<file path="src/rtl/zx_clk_pkg.sv">
// -----------------------------------------------------------------------------
// zx_clk_pkg
// Shared constants and helpers for the Spectrum clock-enable generator.
//   level_w(levels)        : width of a level index (at least 1 bit).
//   level_mask(k, levels)  : CPU period mask of level k, (1 << (levels-k)) - 1.
//   level_half(k, levels)  : top set bit of that mask; this is the phase where
//                            the negative CPU strobe fires.
// -----------------------------------------------------------------------------
package zx_clk_pkg;

  localparam int TURBO_LEVELS_DEF = 5;
  localparam int CNT_W_DEF        = 6;
  localparam int PSG_LOG2_DEF     = 6;
  localparam int SETTLE_W_DEF     = 2;
  localparam int STALL_LEVEL_DEF  = 3;

  function automatic int level_w(input int levels);
    return (levels > 2) ? $clog2(levels) : 1;
  endfunction

  function automatic int level_mask(input int k, input int levels);
    int kk;
    // An out-of-range index maps to the fastest level, which keeps the shift
    // amount positive.
    kk = (k >= levels) ? levels - 1 : k;
    return (1 << (levels - kk)) - 1;
  endfunction

  function automatic int level_half(input int k, input int levels);
    int m;
    m = level_mask(k, levels);
    return m ^ (m >> 1);
  endfunction

endpackage

</file>
<file path="src/rtl/zx_ce_gen_if.sv">
// -----------------------------------------------------------------------------
// zx_ce_gen_if
// Bundle between the host top level (master) and the clock-enable generator
// (slave).
//   master drives : level_req, force_native, ram_ready, ext_p, ext_n
//   slave drives  : ce_28m, ce_7mp, ce_7mn, ce_psg, ce_cpu_p, ce_cpu_n,
//                   ce_cpu, cpu_en, level_cur, switching
// -----------------------------------------------------------------------------
interface zx_ce_gen_if
  import zx_clk_pkg::*;
#(
  parameter int LEVEL_W = level_w(TURBO_LEVELS_DEF)
);

  logic [LEVEL_W-1:0] level_req;
  logic               force_native;
  logic               ram_ready;
  logic               ext_p;
  logic               ext_n;

  logic               ce_28m;
  logic               ce_7mp;
  logic               ce_7mn;
  logic               ce_psg;
  logic               ce_cpu_p;
  logic               ce_cpu_n;
  logic               ce_cpu;
  logic               cpu_en;
  logic [LEVEL_W-1:0] level_cur;
  logic               switching;

  modport master (
    output level_req, force_native, ram_ready, ext_p, ext_n,
    input  ce_28m, ce_7mp, ce_7mn, ce_psg, ce_cpu_p, ce_cpu_n, ce_cpu,
           cpu_en, level_cur, switching
  );

  modport slave (
    input  level_req, force_native, ram_ready, ext_p, ext_n,
    output ce_28m, ce_7mp, ce_7mn, ce_psg, ce_cpu_p, ce_cpu_n, ce_cpu,
           cpu_en, level_cur, switching
  );

endinterface

</file>
<file path="src/rtl/zx_ce_phase.sv">
// -----------------------------------------------------------------------------
// zx_ce_phase
// Internal CPU phase strobes for the active turbo level.
//   clk_sys, reset_n : clock, async active-low reset
//   cnt              : master counter (pre-increment value)
//   level            : active level, selects period mask m and half-point h
//   tp               : registered (cnt & m) == 0
//   tn               : registered (cnt & m) == h
// -----------------------------------------------------------------------------
module zx_ce_phase
  import zx_clk_pkg::*;
#(
  parameter int TURBO_LEVELS = TURBO_LEVELS_DEF,
  parameter int CNT_W        = CNT_W_DEF,
  parameter int LEVEL_W      = level_w(TURBO_LEVELS)
) (
  input  logic               clk_sys,
  input  logic               reset_n,
  input  logic [CNT_W-1:0]   cnt,
  input  logic [LEVEL_W-1:0] level,
  output logic               tp,
  output logic               tn
);

  logic [CNT_W-1:0] mask;
  logic [CNT_W-1:0] half;
  logic [CNT_W-1:0] phase;

  always_comb begin
    mask  = CNT_W'(level_mask(int'(level), TURBO_LEVELS));
    half  = CNT_W'(level_half(int'(level), TURBO_LEVELS));
    phase = cnt & mask;
  end

  always_ff @(posedge clk_sys or negedge reset_n) begin
    if (!reset_n) begin
      tp <= 1'b0;
      tn <= 1'b0;
    end else begin
      tp <= (phase == '0);
      tn <= (phase == half);
    end
  end

endmodule

</file>
<file path="src/rtl/zx_ce_gen.sv">
// -----------------------------------------------------------------------------
// zx_ce_gen
// Clock-enable generator for the Spectrum host. A free-running counter on
// clk_sys yields fixed-rate video/PSG strobes and a CPU enable pair whose rate
// follows the active turbo level. Level changes are applied only on a CPU
// negative-phase strobe and are followed by a settle hold-off; fast levels
// stall while the SDRAM is not ready.
//   clk_sys, reset_n : system clock, async active-low reset
//   bus (slave)      : level request / overrides / ext strobes in,
//                      strobes, gated CPU enables and status out
// -----------------------------------------------------------------------------
module zx_ce_gen
  import zx_clk_pkg::*;
#(
  parameter int TURBO_LEVELS = TURBO_LEVELS_DEF,
  parameter int CNT_W        = CNT_W_DEF,
  parameter int PSG_LOG2     = PSG_LOG2_DEF,
  parameter int SETTLE_W     = SETTLE_W_DEF,
  parameter int STALL_LEVEL  = STALL_LEVEL_DEF
) (
  input logic         clk_sys,
  input logic         reset_n,
  zx_ce_gen_if.slave  bus
);

  localparam int LW = level_w(TURBO_LEVELS);

  logic [CNT_W-1:0]    cnt;
  logic                ce_28m_q, ce_7mp_q, ce_7mn_q, ce_psg_q;
  logic                tp, tn;
  logic                sp, sn;
  logic [LW-1:0]       eff;

  logic                cpu_en_q, cpu_en_d;
  logic [LW-1:0]       level_q, level_d;
  logic [SETTLE_W-1:0] hold_q, hold_d;

  // ---------------------------------------------------------------------------
  // Master counter and fixed-rate strobes
  // ---------------------------------------------------------------------------
  // NOTE: every register here uses non-blocking assignments, so all strobes
  // are decoded from the same pre-increment cnt that the counter leaves behind.
  always_ff @(posedge clk_sys or negedge reset_n) begin
    if (!reset_n) begin
      cnt      <= '0;
      ce_28m_q <= 1'b0;
      ce_7mp_q <= 1'b0;
      ce_7mn_q <= 1'b0;
      ce_psg_q <= 1'b0;
    end else begin
      cnt      <= cnt + CNT_W'(1);
      ce_28m_q <= (cnt[1:0] == 2'd0);
      ce_7mp_q <= !cnt[3] && (cnt[2:0] == 3'd0);
      ce_7mn_q <=  cnt[3] && (cnt[2:0] == 3'd0);
      ce_psg_q <= (cnt[PSG_LOG2-1:0] == '0);
    end
  end

  zx_ce_phase #(
    .TURBO_LEVELS (TURBO_LEVELS),
    .CNT_W        (CNT_W),
    .LEVEL_W      (LW)
  ) u_phase (
    .clk_sys (clk_sys),
    .reset_n (reset_n),
    .cnt     (cnt),
    .level   (level_q),
    .tp      (tp),
    .tn      (tn)
  );

  // Native speed follows the contended-timing strobes from video.
  assign sp = (level_q == '0) ? bus.ext_p : tp;
  assign sn = (level_q == '0) ? bus.ext_n : tn;

  // ---------------------------------------------------------------------------
  // Effective request: tape forces native, oversized requests clamp.
  // ---------------------------------------------------------------------------
  always_comb begin
    eff = bus.level_req;
    if (int'(bus.level_req) >= TURBO_LEVELS) eff = LW'(TURBO_LEVELS - 1);
    if (bus.force_native)                    eff = '0;
  end

  // ---------------------------------------------------------------------------
  // Control: RUN (cpu_en), SETTLE (hold != 0), WAIT (neither). Changes are
  // only taken on a raw sn strobe so the CPU never sees a partial cycle; the
  // gated sp that follows is the first one under the new decision.
  // ---------------------------------------------------------------------------
  // NOTE: next-state defaults to the current state before any condition, so
  // every path assigns every signal and no latch is inferred.
  always_comb begin
    cpu_en_d = cpu_en_q;
    level_d  = level_q;
    hold_d   = hold_q;
    if (sn) begin
      // Hold-off counts up and wraps to 0, ending SETTLE.
      if (hold_q != '0) hold_d = hold_q + SETTLE_W'(1);
      if (eff != level_q) begin
        // Also taken mid-SETTLE: the hold-off restarts from the new change.
        cpu_en_d = 1'b0;
        level_d  = eff;
        hold_d   = SETTLE_W'(1);
      end else if (!cpu_en_q && (hold_q == '0) && bus.ram_ready) begin
        cpu_en_d = 1'b1;
      end else if ((int'(level_q) >= STALL_LEVEL) && !bus.ram_ready) begin
        cpu_en_d = 1'b0;
      end
    end
  end

  always_ff @(posedge clk_sys or negedge reset_n) begin
    if (!reset_n) begin
      cpu_en_q <= 1'b0;
      level_q  <= '0;
      hold_q   <= '0;
    end else begin
      cpu_en_q <= cpu_en_d;
      level_q  <= level_d;
      hold_q   <= hold_d;
    end
  end

  // ---------------------------------------------------------------------------
  // Outputs
  // ---------------------------------------------------------------------------
  assign bus.ce_28m    = ce_28m_q;
  assign bus.ce_7mp    = ce_7mp_q;
  assign bus.ce_7mn    = ce_7mn_q;
  assign bus.ce_psg    = ce_psg_q;
  assign bus.ce_cpu_p  = cpu_en_q & sp;
  assign bus.ce_cpu_n  = cpu_en_q & sn;
  // FDC and tape always use the internal pair, never the contended strobes.
  assign bus.ce_cpu    = cpu_en_q & tp;
  assign bus.cpu_en    = cpu_en_q;
  assign bus.level_cur = level_q;
  assign bus.switching = (hold_q != '0);

endmodule

</file>
<file path="src/flat_wrapper.sv">
// flat-port wrapper written by rule: the top's interface ports become plain ports
module zx_ce_gen_flat import zx_clk_pkg::*;
#(
  parameter int TURBO_LEVELS = TURBO_LEVELS_DEF,
  parameter int CNT_W        = CNT_W_DEF,
  parameter int PSG_LOG2     = PSG_LOG2_DEF,
  parameter int SETTLE_W     = SETTLE_W_DEF,
  parameter int STALL_LEVEL  = STALL_LEVEL_DEF
)
  (clk_sys, reset_n, bus_level_req, bus_force_native, bus_ram_ready, bus_ext_p, bus_ext_n, bus_ce_28m, bus_ce_7mp, bus_ce_7mn, bus_ce_psg, bus_ce_cpu_p, bus_ce_cpu_n, bus_ce_cpu, bus_cpu_en, bus_level_cur, bus_switching);
  zx_ce_gen_if bus_i ();
  input logic clk_sys;
  input logic reset_n;
  input wire logic [$bits(bus_i.level_req)-1:0] bus_level_req;
  input wire logic [$bits(bus_i.force_native)-1:0] bus_force_native;
  input wire logic [$bits(bus_i.ram_ready)-1:0] bus_ram_ready;
  input wire logic [$bits(bus_i.ext_p)-1:0] bus_ext_p;
  input wire logic [$bits(bus_i.ext_n)-1:0] bus_ext_n;
  output wire logic [$bits(bus_i.ce_28m)-1:0] bus_ce_28m;
  output wire logic [$bits(bus_i.ce_7mp)-1:0] bus_ce_7mp;
  output wire logic [$bits(bus_i.ce_7mn)-1:0] bus_ce_7mn;
  output wire logic [$bits(bus_i.ce_psg)-1:0] bus_ce_psg;
  output wire logic [$bits(bus_i.ce_cpu_p)-1:0] bus_ce_cpu_p;
  output wire logic [$bits(bus_i.ce_cpu_n)-1:0] bus_ce_cpu_n;
  output wire logic [$bits(bus_i.ce_cpu)-1:0] bus_ce_cpu;
  output wire logic [$bits(bus_i.cpu_en)-1:0] bus_cpu_en;
  output wire logic [$bits(bus_i.level_cur)-1:0] bus_level_cur;
  output wire logic [$bits(bus_i.switching)-1:0] bus_switching;
  assign bus_i.level_req = bus_level_req;
  assign bus_i.force_native = bus_force_native;
  assign bus_i.ram_ready = bus_ram_ready;
  assign bus_i.ext_p = bus_ext_p;
  assign bus_i.ext_n = bus_ext_n;
  assign bus_ce_28m = bus_i.ce_28m;
  assign bus_ce_7mp = bus_i.ce_7mp;
  assign bus_ce_7mn = bus_i.ce_7mn;
  assign bus_ce_psg = bus_i.ce_psg;
  assign bus_ce_cpu_p = bus_i.ce_cpu_p;
  assign bus_ce_cpu_n = bus_i.ce_cpu_n;
  assign bus_ce_cpu = bus_i.ce_cpu;
  assign bus_cpu_en = bus_i.cpu_en;
  assign bus_level_cur = bus_i.level_cur;
  assign bus_switching = bus_i.switching;
  zx_ce_gen #(.TURBO_LEVELS(TURBO_LEVELS), .CNT_W(CNT_W), .PSG_LOG2(PSG_LOG2), .SETTLE_W(SETTLE_W), .STALL_LEVEL(STALL_LEVEL)) u_core (.clk_sys(clk_sys), .reset_n(reset_n), .bus(bus_i));
endmodule
</file>
<file path="config.mk">
export PLATFORM = sky130hd
export DESIGN_NAME = zx_ce_gen_flat
export DESIGN_NICKNAME = d
export VERILOG_FILES = /design/src/rtl/zx_clk_pkg.sv /design/src/rtl/zx_ce_gen_if.sv /design/src/rtl/zx_ce_phase.sv /design/src/rtl/zx_ce_gen.sv /design/src/flat_wrapper.sv
export SDC_FILE = /design/constraint.sdc
export NUM_CORES = 1
export LEC_CHECK = 0
export ABC_AREA = 1
export BUFFER_PORTS_ARGS = -buffer_cell sky130_fd_sc_hd__buf_2
export CORE_MARGIN = 5
export CORE_UTILIZATION = 45
export CTS_CLUSTER_DIAMETER = 60
export DETAILED_ROUTE_END_ITERATION = 12
export PLACE_DENSITY = 0.68
export SLEW_MARGIN = 20
export SYNTH_ARGS = -nofsm -noshare
export SYNTH_HDL_FRONTEND = slang
export SYNTH_SLANG_ARGS = --single-unit
</file>
<file path="constraint.sdc">
create_clock -name clk_sys -period 1.7 [get_ports clk_sys]
set_clock_uncertainty 0.15 [all_clocks]
set_input_delay 0.17 -clock clk_sys [delete_from_list [all_inputs] [get_ports clk_sys]]
set_output_delay 0.17 -clock clk_sys [all_outputs]
set_load 0.05 [all_outputs]
</file>
=== After elaboration in Yosys (flattened, before gate mapping) ===
Cells that the tools add are included.

* Register bits after elaboration: 18
* Latch bits: 0
* RAM bits: 0
* Memory bits (read-only): 0
* Bits of input ports: 9
* Output and inout port bits: 12
* Word-level logic and storage cells: 55
* Memories: 0

* $add $sub $neg: 4
* Multipliers: 0
* Div/mod/pow operators: 0
* $lt $le $gt $ge: 3
* Equal/unequal tests: 2
* Shift operators: 1
* Mux-type cells: 10
* Bitwise logic cells: 5
* Reduce and logical (&&, ||, !) cells: 20

{| class="wikitable"
|+ Operators by type and width
! operator !! number
|-
| $shl A1 B32 Y7 const A || 1
|-
| $logic_not A6 Y1 || 2
|-
| $mux W3 || 3
|-
| $sub A7 B2 Y7 const B || 1
|-
| $add A6 B1 Y6 const B || 1
|-
| $and A6 B6 Y6 || 1
|-
| $eq A6 B6 Y1 || 1
|-
| $ge A3 B3 Y1 const B || 2
|-
| $logic_not A3 Y1 || 2
|-
| $reduce_and A2 Y1 || 3
|-
| $xor A6 B6 Y6 || 1
|-
| $logic_and A1 B1 Y1 || 5
|-
| $mux W1 || 5
|-
| $logic_not A2 Y1 || 2
|-
| $mux W2 || 2
|-
| $reduce_bool A2 Y1 || 2
|-
| $sub A3 B3 Y4 const A || 1
|-
| $and A1 B1 Y1 || 3
|-
| $ge A3 B2 Y1 const B || 1
|-
| $logic_not A1 Y1 || 3
|-
| $ne A3 B3 Y1 || 1
|-
| $reduce_bool A3 Y1 || 1
|-
| $add A2 B1 Y2 const B || 1
|}

=== Logic depth before layout (Yosys ltp) ===
Gate-level depths: netlist of run 1.

* Depth in word-level cells: 7
* Mapped depth: 8
* Gate-level depth less buffers: 8

=== Cells and area by module ===
Synthesis of run 1 repeated with hierarchy kept, for this count alone.

* Cell total of the unflattened synthesis: 149
* Area total of the unflattened synthesis: 1173.6 um^2

{| class="wikitable"
|+ By module, submodules not included
! module !! instances !! cells an instance !! area each (um^2) !! seq. area each (um^2)
|-
| zx_ce_gen || 1 || 94 || 835.8 || 400.4
|-
| zx_ce_phase || 1 || 55 || 337.8 || 50.0
|}

=== Worst setup path after synthesis of run 1 ===
Ideal clock, no wire load.

* Path type: register -> output
* Start: register u_core.level_q[0] (netlist: u_core.bus.level_cur[0])
* End: output port bus_ce_cpu_p
* Arrival time: 1773 ps
* Data required time: 1380 ps
* Setup slack: -393 ps
* Cell stages (with the launch flop): 5
* Path buffers: 0
* Cells stage by stage: dfrtp_1 inv_2 nand2_2 nand2_1 a21oi_1

* Word-level cells in the longest chain between the ends: 3

{| class="wikitable"
|+ RTL lines
! item !! line !! source
|-
| from (decl) || zx_ce_gen.sv:35 || <nowiki>logic [LW-1:0] level_q, level_d;</nowiki>
|-
| from (signal assigned) || zx_ce_gen.sv:119 || <nowiki>level_q <= level_d;</nowiki>
|-
| $logic_not A3 Y1 || zx_ce_gen.sv:73 || <nowiki>assign sp = (level_q == '0) ? bus.ext_p : tp;</nowiki>
|-
| $mux W1 || zx_ce_gen.sv:73 ||
|-
| $and A1 B1 Y1 || zx_ce_gen.sv:131 || <nowiki>assign bus.ce_cpu_p = cpu_en_q & sp;</nowiki>
|-
| to (decl) || flat_wrapper.sv:23 || <nowiki>output wire logic [$bits(bus_i.ce_cpu_p)-1:0] bus_ce_cpu_p;</nowiki>
|}

No other way between the ends.

=== Final worst setup path of run 1 ===
* Start: register u_core.level_q[1] (netlist: u_core.bus.level_cur[1])
* End: output port bus_ce_cpu_n

* Word-level cells in the longest chain between the ends: 3

{| class="wikitable"
|+ RTL lines
! item !! line !! source
|-
| $logic_not A3 Y1 || zx_ce_gen.sv:74 || <nowiki>assign sn = (level_q == '0) ? bus.ext_n : tn;</nowiki>
|-
| $mux W1 || zx_ce_gen.sv:74 ||
|-
| $and A1 B1 Y1 || zx_ce_gen.sv:132 || <nowiki>assign bus.ce_cpu_n = cpu_en_q & sn;</nowiki>
|-
| to (decl) || flat_wrapper.sv:24 || <nowiki>output wire logic [$bits(bus_i.ce_cpu_n)-1:0] bus_ce_cpu_n;</nowiki>
|}

No other way between the ends.

==> results of run 1 <==
## cell usage in the layout (no fill, tap or decap), types with 4 or more instances in the layout
master / n
nand2_1: 24
buf_4: 7
inv_1: 19
xor2_1: 6
nor3_1: 5
o21ai_0: 5
buf_2: 18
nand3_1: 9
dfrtp_1: 17
inv_2: 4
## final cells by class
cell class / instances / share of cell area, %
well taps: 27 / 2.67
flip-flops and latches: 18 / 35.7
clock buffers: 4 / 2.87
inverters: 23 / 6.83
repair buffers: 29 / 14.7
multi-input cells: 76 / 37.2
## metrics by stage
step	setup slack, ns	util [%]
after floorplan	0.00497	-
after global placement	0.191	56.3
after detailed placement	0.138	56.3
after CTS	-0.0230	61.1
after global routing	-0.0830	62.5
final	-0.0313	62.5
## metal layers
layer  track usage, %  vias up  share of wire [%]
li1                 -      436                  -
met1             17.2      377                 47
met2             19.8       18                 45
met3             3.44        3                6.7
met4             3.05        0                1.2
met5                0        -                  0
## worst min-delay path by stage
stage / startpoint / end / slack, ns / depth (start not counted)
after floorplan: reset_n / u_core.bus.ce_28m / -0.28 / 0
after global placement: reset_n / u_core.bus.ce_28m / -0.04 / 1
after detailed placement: reset_n / u_core.cnt[1] / -0.03 / 1
after CTS: bus_level_req[0] / u_core.bus.level_cur[0] / 0.02 / 3
after global routing: bus_level_req[0] / u_core.bus.level_cur[0] / 0.04 / 3
final: bus_level_req[0] / u_core.bus.level_cur[0] / 0.02 / 3
## flip-flops by register name (all words and copies together), names as in the netlist
signal and count:
u_core.cnt 6, u_core.bus.level_cur 3, u_core.hold_q 2, u_core.bus.ce_28m 1
u_core.bus.ce_7mn 1, u_core.bus.ce_7mp 1, u_core.bus.ce_psg 1, u_core.bus.cpu_en 1
u_core.u_phase.tn 1, u_core.u_phase.tp 1
## timing repair
action                                 4_1_cts  5_1_grt
setup endpoints to repair                    2        2
gates cloned                                 0        0
endpoints found under the hold margin       19        0
gates resized for setup                      6        2
hold buffers                                 2        0
pin swaps                                    2        6
setup buffers                                3        2
## power groups by stage
stage,Combinational [W],Sequential (W),Clock (W)
final,0.000982,0.000542,0.000271
after detailed placement,0.000852,0.000555,0
after global routing,0.00107,0.000550,0.000297
after floorplan,0.000551,0.000663,0
after global placement,0.000836,0.000551,0
after CTS,0.000933,0.000543,0.000276
## critical path, cell delays in order, from the launching register on
cell and delay [ns]:
dfrtp_2 0.44, nor2_4 0.21, nand2_4 0.09, nand2_4 0.08, nand2_4 0.06, nor2_4 0.07, buf_6 0.15
## logic make-up (layout without fill, tap and decap cells)
family	after synthesis	after routing
and+or+nand+nor	56	56
buffers and inverters	24	56
DFF	18	18
AOI/OAI and AO/OA	11	11
xor gates and xnor gates	6	6
adders and majority gates	3	3
==> flow_metrics.py, run 1 <==
metrics = {
    "critical_path": {
        "critPathMaxFanout": 4,
        "crit_arrival_ns": 1.41,
        "timing.rr.end": "u_core.bus.level_cur[2]",
        "startpoint": "u_core.bus.level_cur[1]",
        "crit_path_start_kind": "register",
        "r2r_setup_slack_ns": 0.18,
        "reg2reg_depth": 9,
        "cp-endpoint": "bus_ce_cpu_n",
        "worstPathRequired_ns": 1.38,
        "crit_path_end_kind": "output pin",
        "regToRegStartpoint": "u_core.bus.level_cur[1]",
        "criticalPathCategory": "reg -> out",
    },
    "power_and_ir_drop": {
        "p_leak_nw": 0.685,
        "ir_drop_mv": 0.762,
        "p_int_w": 0.000959,
        "power.total_w": 0.00180,
        "swShare_pct": 46.6,
        "switchingPower_w": 0.000837,
        "seqPwrFrac_pct": 30.2,
        "p_clk_share_pct": 15.1,
        "p_per_area_nw_per_um2": 1420,
        "share_comb_of_total_power_pct": 54.7,
    },
    "timing": {
        "slew_viol_final": 0,
        "tns_ns": -0.0313,
        "min_period_over_period_pct": 102,
        "max_slew_margin_pct": 73.7,
        "finalHoldViolations": 0,
        "fmax_mhz": 578,
        "setup_ws_ns": -0.0313,
        "whs_ns": 0.0247,
        "worst_slew_pin_slew_ns": 0.394,
        "setup_viol_count_final": 1,
        "fin_crit_ns": 1.73,
        "rsz0062_at_grt": "yes",
    },
    "cells_and_area": {
        "nFillCells": 165,
        "drive_above_1_share_pct": 33.3,
        "fin_cells": 177,
        "fin_area_um2": 1260,
        "area_growth_pct": 29.5,
        "n_antenna_cell": 0,
        "multi_input_area_um2": 470,
        "seq_area_um2": 452,
        "fin_nets": 163,
    },
    "route": {
        "drc_errors": 0,
        "vias": 834,
        "ant_nets": 0,
        "routedWlPerCell_um": 10.8,
        "viasPerCell": 4.71,
        "drt-pass1-iter-count": 4,
        "drt_wl_total_um": 1910,
        "drtIter0Drc": 13,
    },
    "place": {
        "post_dp_cell_area_um2": 1140,
        "io_buffers": 20,
        "dp_hpwl_um": 1480,
        "gp_congestion": 0.744,
        "dp.cells": 166,
    },
    "grt": {
        "antenna_found_initial": 0,
        "grt_pass1_wl_um": 3280,
        "grt_pass1_vias": 788,
        "grt_usage_pct": 12.6,
        "grt_overflow": 0,
        "grt_max_degree": 19,
    },
    "run": {
        "drv_cap": 0,
    },
    "outcome": {
        "status": "finished with violations",
        "violations": "negative setup slack",
    },
    "floorplanning": {
        "dieArea_um2": 3200,
        "core-area_um2": 2020,
        "pin_count": 21,
        "rows": 16,
        "start_util_pct": 48.3,
        "die_x_um": 56.6,
        "die_h_um": 56.6,
    },
    "hold_path": {
        "hold_class": "in -> reg",
    },
    "clock_tree": {
        "clkSinkCount": 18,
        "cts_buffer_depth": 2,
        "htreeDepth": 1,
        "clkTransAtPathRegs_ns": 0.11,
        "clk_latency_ns": 0.30,
        "cts_tree": "built",
        "numCtsBuffers": 3,
        "cts-root-buf": "clkbuf_4",
    },
    "synthesis": {
        "synth_edf_count": 0,
        "synthCells": 118,
        "synthAdderAreaFrac_pct": 3.85,
        "syn_avg_cell_area_um2": 8.27,
        "synth_top_family_by_area": "simple AND/OR/NAND/NOR gates",
        "yosysUniqueCellTypes": 20,
        "syn_area_um2": 976,
        "synth_top_area_cell": "dfrtp_1",
        "yosys.area_share.simple_pct": 29.6,
        "synth-main-ff-cell": "dfrtp_1",
        "synthMostInstantiatedCell": "nand2_1",
        "synth_compound_area_share_pct": 5.64,
        "synth_nets": 130,
        "synth_top_area_share_pct": 46.2,
        "ys_ff_latch": 18,
        "ys_seq_area_share_pct": 46.2,
        "synth_area_leaders": "dfrtp_1 (46%), nand2_1 (9.2%), inv_1 (7.3%)",
        "synth_mux_area_share_pct": 0,
        "synthXorXnorAreaFrac_pct": 5.38,
        "async_reset_ff_share_pct": 100,
        "synthTopCellsByCount": "nand2_1 (24), inv_1 (19), dfrtp_1 (18), nand3_1 (10), xor2_1 (6)",
        "ys_warn_count": 0,
    },
}
(Power assumes the default switching activity.)
==> inputs of run 2 (changes only) <==
--- a/config.mk
+++ b/config.mk
@@ -6,12 +6,11 @@
 export NUM_CORES = 1
 export LEC_CHECK = 0
 export ABC_AREA = 1
-export BUFFER_PORTS_ARGS = -buffer_cell sky130_fd_sc_hd__buf_2
 export CORE_MARGIN = 5
 export CORE_UTILIZATION = 45
 export CTS_CLUSTER_DIAMETER = 60
 export DETAILED_ROUTE_END_ITERATION = 12
-export PLACE_DENSITY = 0.68
+export DONT_BUFFER_PORTS = 1
 export SLEW_MARGIN = 20
 export SYNTH_ARGS = -nofsm -noshare
 export SYNTH_HDL_FRONTEND = slang
==> run 2 against run 1 <==
Compared with the run above:
- the run still ends with negative setup slack left
- first-iteration DRC count up 120%
- core utilization is the same
- sequential power up 2%
- critical path depth decreased by 2
- count of clock-buffer cells in the layout unchanged
- global-route usage up 2.6 points
- cell count fell by 5.1%
- final area unchanged
==> flow_metrics.py, run 2 (same netlist as run 1, synthesis figures left out) <==
metrics = {
    "floorplanning": {
        "rows": 16,
        "die_h_um": 56.6,
        "dieArea_um2": 3200,
        "core-area_um2": 2020,
        "pin_count": 21,
        "die_x_um": 56.6,
        "start_util_pct": 48.3,
    },
    "critical_path": {
        "cp-endpoint": "bus_ce_cpu_p",
        "criticalPathCategory": "reg -> out",
        "timing.rr.end": "u_core.bus.level_cur[2]",
        "reg2reg_depth": 8,
        "crit_path_start_kind": "register",
        "crit_path_end_kind": "output pin",
        "startpoint": "u_core.bus.level_cur[1]",
        "critPathMaxFanout": 4,
        "cp_slowest_cell": "dfrtp_2",
        "crit_buf_inv": 1,
        "regToRegStartpoint": "u_core.bus.level_cur[1]",
        "crit_arrival_ns": 1.43,
        "worstPathRequired_ns": 1.38,
        "r2r_setup_slack_ns": 0.18,
        "path_delay_family": "flip-flops",
        "cp_cell_sequence": "nor2_4 > nand3_1 > a21oi_4 > buf_12",
        "crit_cells": 4,
        "critical_path.max_stage_delay_ns": 0.45,
    },
    "timing": {
        "fmax_mhz": 571,
        "min_period_over_period_pct": 103,
        "finalHoldViolations": 0,
        "setup_viol_count_final": 2,
        "whs_ns": 0.0207,
        "slew_viol_final": 0,
        "setup_ws_ns": -0.0510,
        "worst_slew_pin_slew_ns": 0.824,
        "rsz0062_at_grt": "yes",
        "fin_crit_ns": 1.75,
        "max_slew_margin_pct": 44.9,
    },
    "clock_tree": {
        "cts_buffer_depth": 2,
        "clkSinkCount": 18,
        "cts_tree": "built",
        "numCtsBuffers": 3,
        "htreeDepth": 1,
        "clk_latency_ns": 0.30,
        "cts-root-buf": "clkbuf_4",
        "clkTransAtPathRegs_ns": 0.12,
    },
    "cells_and_area": {
        "fin_cells": 168,
        "top_register": "u_core.cnt",
        "n_antenna_cell": 0,
        "drive_above_1_share_pct": 25.5,
        "layout_commonest_cell": "nand2_1",
        "nFillCells": 174,
        "mostFrequentLayoutCells": "nand2_1 (24), inv_1 (19), dfrtp_1 (15)",
        "largest_reg_flops": 6,
        "seq_area_um2": 454,
        "fin_nets": 154,
        "area_growth_pct": 29.5,
        "multi_input_area_um2": 458,
    },
    "route": {
        "routedWlPerCell_um": 13.3,
        "drc_errors": 0,
        "drt-pass1-iter-count": 4,
        "viasPerCell": 5.01,
        "ant_nets": 0,
        "drt_wl_total_um": 2230,
        "drtIter0Drc": 28,
        "vias": 842,
    },
    "outcome": {
        "violations": "negative setup slack",
        "status": "finished with violations",
    },
    "power_and_ir_drop": {
        "p_per_area_nw_per_um2": 1440,
        "ir_drop_mv": 0.964,
        "power.total_w": 0.00182,
        "p_leak_nw": 0.645,
    },
    "place": {
        "dp_hpwl_um": 1520,
        "dp.cells": 151,
        "gp_congestion": 0.874,
        "io_buffers": 0,
    },
    "grt": {
        "grt_pass1_vias": 870,
        "grt_pass1_wl_um": 3800,
        "grt_max_degree": 19,
        "antenna_found_initial": 0,
        "grt_usage_pct": 15.2,
        "grt_overflow": 0,
    },
    "hold_path": {
        "hold_class": "in -> reg",
    },
    "run": {
        "drv_cap": 0,
    },
}
==> run 2: worst min-delay path by stage <==
stage | from | to | slack, ns | cells past startpoint
2_1_floorplan | reset_n | u_core.bus.ce_28m | -0.28 | 0
3_3_place_gp | reset_n | u_core.bus.ce_7mp | -0.28 | 0
3_5_place_dp | reset_n | u_core.bus.ce_psg | -0.28 | 0
4_1_cts | bus_ram_ready | u_core.bus.cpu_en | 0.01 | 6
5_1_grt | bus_ram_ready | u_core.bus.cpu_en | 0.04 | 6
6_report | bus_ram_ready | u_core.bus.cpu_en | 0.02 | 6
==> run 2: power breakdown <==
part	internal [W]	leakage [nW]	switching [W]
clock network	0.000131	0.0210	0.000143
logic	0.000353	0.412	0.000646
registers	0.000500	0.212	0.0000516
==> run 2: worst register-to-register path, stage by stage (launching register included) <==
cell	delay, ns
dfrtp_2	0.45
nor2_4	0.19
nand3_2	0.16
nand2_4	0.12
buf_4	0.14
inv_2	0.05
nand2_2	0.08
nand2_1	0.05
nand2_1	0.06
==> run 2: repair_timing <==
item	CTS	global route
gates resized for setup	2	2
hold buffers	8	0
buffers inserted	5	0
endpoints found under the setup margin	2	2
pin swaps	4	1
endpoints found under the hold margin	22	0
==> run 2: metrics by stage <==
step           setup TNS [ns]  utilization [%]  worst slack (ns)  instance area [um2]
2_1_floorplan               0                -           0.00497                  995
3_3_place_gp                0             54.5             0.278                 1100
3_5_place_dp                0             54.5             0.233                 1100
4_1_cts               -0.0373             62.2           -0.0356                 1260
5_1_grt                -0.255             62.5            -0.129                 1260
6_report              -0.0997             62.5           -0.0510                 1260
==> run 2: layout make-up <==
cell class | instances | share of cell area, %
clock buffer | 4 | 2.87
inverter | 23 | 6.83
multi-input combinational | 76 | 36.2
sequential | 18 | 35.9
tap | 27 | 2.67
timing repair buffer | 20 | 15.4
==> run 2: routing by layer <==
layer / vias to the layer above / global-route usage [%] / part of all wire [%]
met5: - / 0 / 0
met4: 0 / 7.80 / 2.9
met3: 9 / 4.13 / 7.9
met2: 31 / 21.9 / 44
met1: 390 / 20.6 / 45
li1: 412 / - / -
==> inputs of run 3 (changes only) <==
--- a/config.mk
+++ b/config.mk
@@ -14,4 +14,5 @@
 export SLEW_MARGIN = 20
 export SYNTH_ARGS = -nofsm -noshare
 export SYNTH_HDL_FRONTEND = slang
+export SYNTH_HIERARCHICAL = 1
 export SYNTH_SLANG_ARGS = --single-unit
==> run 3 against run 2 <==
Compared with the run above:
- the run still ends with negative setup slack left
- via count rose by 21%
- flip-flop and latch count did not move
- combinational power rose by 79%
- register-to-register slack got worse by 0.33 ns
- wire length rose by 16%
- largest power group unchanged
- synthesized cell count rose by 26%
- sequential share of layout area fell by 6.5 points
- sequential power rose by 7.1%
==> flow_metrics.py, run 3 <==
metrics = {
    "outcome": {
        "status": "finished with violations",
        "violations": "negative setup slack",
    },
    "route": {
        "drt-pass1-iter-count": 4,
        "drc_errors": 0,
        "ant_nets": 0,
        "drtIter0Drc": 42,
        "vias": 1018,
        "routedWlPerCell_um": 12.6,
        "viasPerCell": 4.94,
        "drt_wl_total_um": 2590,
    },
    "cells_and_area": {
        "area_growth_pct": 32.2,
        "fin_cells": 206,
        "top_register": "u_core/cnt",
        "fin_nets": 193,
        "drive_above_1_share_pct": 29.0,
        "mostFrequentLayoutCells": "nand2_1 (35), inv_1 (23), nand3_1 (15), dfrtp_1 (15), buf_4 (10)",
        "nFillCells": 227,
        "n_antenna_cell": 0,
        "layout_commonest_cell": "nand2_1",
        "largest_reg_flops": 6,
    },
    "clock_tree": {
        "clkSinkCount": 18,
        "cts-root-buf": "clkbuf_4",
        "clk_latency_ns": 0.29,
        "cts_tree": "built",
        "htreeDepth": 1,
        "cts_buffer_depth": 2,
        "numCtsBuffers": 3,
        "clkTransAtPathRegs_ns": 0.10,
    },
    "synthesis": {
        "syn_avg_cell_area_um2": 7.88,
        "synthMostInstantiatedCell": "nand2_1",
        "ys_ff_latch": 18,
        "synth_nets": 165,
        "synth_top_area_cell": "dfrtp_1",
        "synthCells": 149,
        "synth_area_leaders": "dfrtp_1 (38%), nand2_1 (12%), inv_1 (8.6%)",
        "ys_warn_count": 6,
        "async_reset_ff_share_pct": 100,
        "yosysUniqueCellTypes": 24,
        "ys_seq_area_share_pct": 38.4,
        "syn_area_um2": 1170,
        "synth-main-ff-cell": "dfrtp_1",
        "synthTopCellsByCount": "nand2_1 (37), inv_1 (27), dfrtp_1 (18), nand3_1 (18)",
        "synth_edf_count": 0,
        "synth_top_area_share_pct": 38.4,
    },
    "timing": {
        "max_slew_margin_pct": 47.4,
        "tns_ns": -0.527,
        "whs_ns": 0.0166,
        "slew_viol_final": 0,
        "fin_crit_ns": 1.85,
        "setup_ws_ns": -0.148,
        "finalHoldViolations": 0,
        "rsz0062_at_grt": "yes",
        "worst_slew_pin_slew_ns": 0.786,
        "fmax_mhz": 541,
        "min_period_over_period_pct": 109,
        "setup_viol_count_final": 4,
    },
    "floorplanning": {
        "rows": 18,
        "core-area_um2": 2480,
        "start_util_pct": 47.4,
        "die_h_um": 61.1,
        "die_x_um": 61.1,
        "dieArea_um2": 3730,
        "pin_count": 21,
    },
    "grt": {
        "grt_pass1_vias": 1036,
        "grt_overflow": 0,
        "grt_max_degree": 19,
        "antenna_found_initial": 0,
        "grt_pass1_wl_um": 4500,
        "grt_usage_pct": 16.4,
    },
    "power_and_ir_drop": {
        "p_clk_share_pct": 9.8,
        "p_per_area_nw_per_um2": 1700,
        "share_comb_of_total_power_pct": 67.7,
        "swShare_pct": 48.9,
        "switchingPower_w": 0.00129,
        "ir_drop_mv": 1.19,
        "p_int_w": 0.00135,
        "seqPwrFrac_pct": 22.4,
        "power.total_w": 0.00264,
        "p_leak_nw": 0.776,
    },
    "critical_path": {
        "cp_slowest_cell": "dfrtp_4",
        "critPathMaxFanout": 7,
        "worstPathRequired_ns": 1.78,
        "crit_arrival_ns": 1.92,
        "critical_path.max_stage_delay_ns": 0.49,
        "criticalPathCategory": "reg -> reg",
        "cp_cell_sequence": "buf_6 > nor2_4 > inv_2 > ha_4 > nand2_2 > nand4_1 > nand3_1 > nor2_1 > nand3_1 > nor2_1",
        "crit_buf_inv": 2,
        "path_delay_family": "simple AND/OR/NAND/NOR gates",
        "crit_path_end_kind": "register",
        "crit_path_start_kind": "register",
    },
    "place": {
        "place_ws_ns": -0.0439,
        "dp_hpwl_um": 1950,
        "io_buffers": 0,
        "dp.cells": 190,
        "gp_congestion": 0.817,
    },
    "hold_path": {
        "hold_class": "in -> reg",
    },
    "run": {
        "drv_cap": 0,
    },
}
run 3: changes by cell type in the layout (fill, tap and decap cells not counted), moves of 2 or more:
cell     previous run  this run
o21ai_0             5         1
ha_1                3         6
nand3_1            10        15
buf_6               0         4
nand2_1            24        35
nor2_4              2         5
mux2i_1             0         2
nand2_2             2         4
nor3_1              5         3
inv_1              19        23
run 3: logic make-up (layout without fill, tap and decap cells):
group / count (synthesis) / in the layout / synth area share, %
buf+inv: 30 / 57 / 10.1
xor+xnor: 5 / 5 / 3.73
flops: 18 / 18 / 38.4
simple gates: 80 / 80 / 35.5
compound gates: 7 / 7 / 3.09
fa+ha+maj: 7 / 7 / 7.46
mux: 2 / 2 / 1.71
run 3: layout make-up:
| type | count | area (um2) | area share [%] |
|---|---|---|---|
| Multi-Input combinational cell | 101 | 664 | 42.8 |
| Sequential cell | 18 | 457 | 29.4 |
| Timing Repair Buffer | 24 | 240 | 15.5 |
| Inverter | 29 | 116 | 7.50 |
| Tap cell | 30 | 37.5 | 2.42 |
| Clock buffer | 4 | 36.3 | 2.34 |
run 3: stage by stage:
stage	utilization [%]	instance area, um2
after CTS	61.9	1530
final	62.6	1550
after detailed placement	54.7	1360
after global placement	54.7	1360
after global routing	62.6	1550
after floorplan	-	1210
run 3: routing by layer:
layer,vias to the layer above,GRT usage (%),share of wire [%]
met5,-,0,0
met4,0,8.98,2.1
met3,6,2.52,4.9
met2,28,27.5,50
met1,462,20.1,43
li1,522,-,-
run 3: worst min-delay path: stages:
cell and delay, ns:
nand2_1 0.04, inv_1 0.04, nand2_2 0.05, nand2_1 0.04
nand2_1 0.05, a21oi_1 0.04
run 3: timing repair:
action,in CTS,in global routing
hold buffers,8,0
gates resized for setup,10,4
cloned,0,0
buffers inserted,3,1
endpoints found under the setup margin,4,8
hold endpoints to repair,22,0
pin swaps,6,5
run 3: final timing paths:
| check | slack [ns] | startpoint | end | depth (start not counted) |
|---|---|---|---|---|
| max in group asynchronous | 0.58 | reset_n | u_core/bus.level_cur[2] | 1 |
| setup / recovery | -0.15 | u_core/bus.level_cur[2] | u_core/u_phase/tn | 10 |
| hold reg to reg | 0.36 | u_core/cnt[5] | u_core/bus.ce_psg | 1 |
| min in group asynchronous | 0.24 | reset_n | u_core/cnt[2] | 1 |
| hold / removal | 0.02 | bus_ram_ready | u_core/bus.cpu_en | 6 |
| setup reg to reg | -0.15 | u_core/bus.level_cur[2] | u_core/u_phase/tn | 10 |
run 3: power by group through the flow:
stage               Clock (W)  Sequential [W]  Combinational [W]
floorplan                   0        0.000752            0.00101
global placement            0        0.000604            0.00151
detailed placement          0        0.000611            0.00153
CTS                  0.000270        0.000592            0.00171
global route         0.000295        0.000601            0.00197
finish               0.000259        0.000591            0.00179
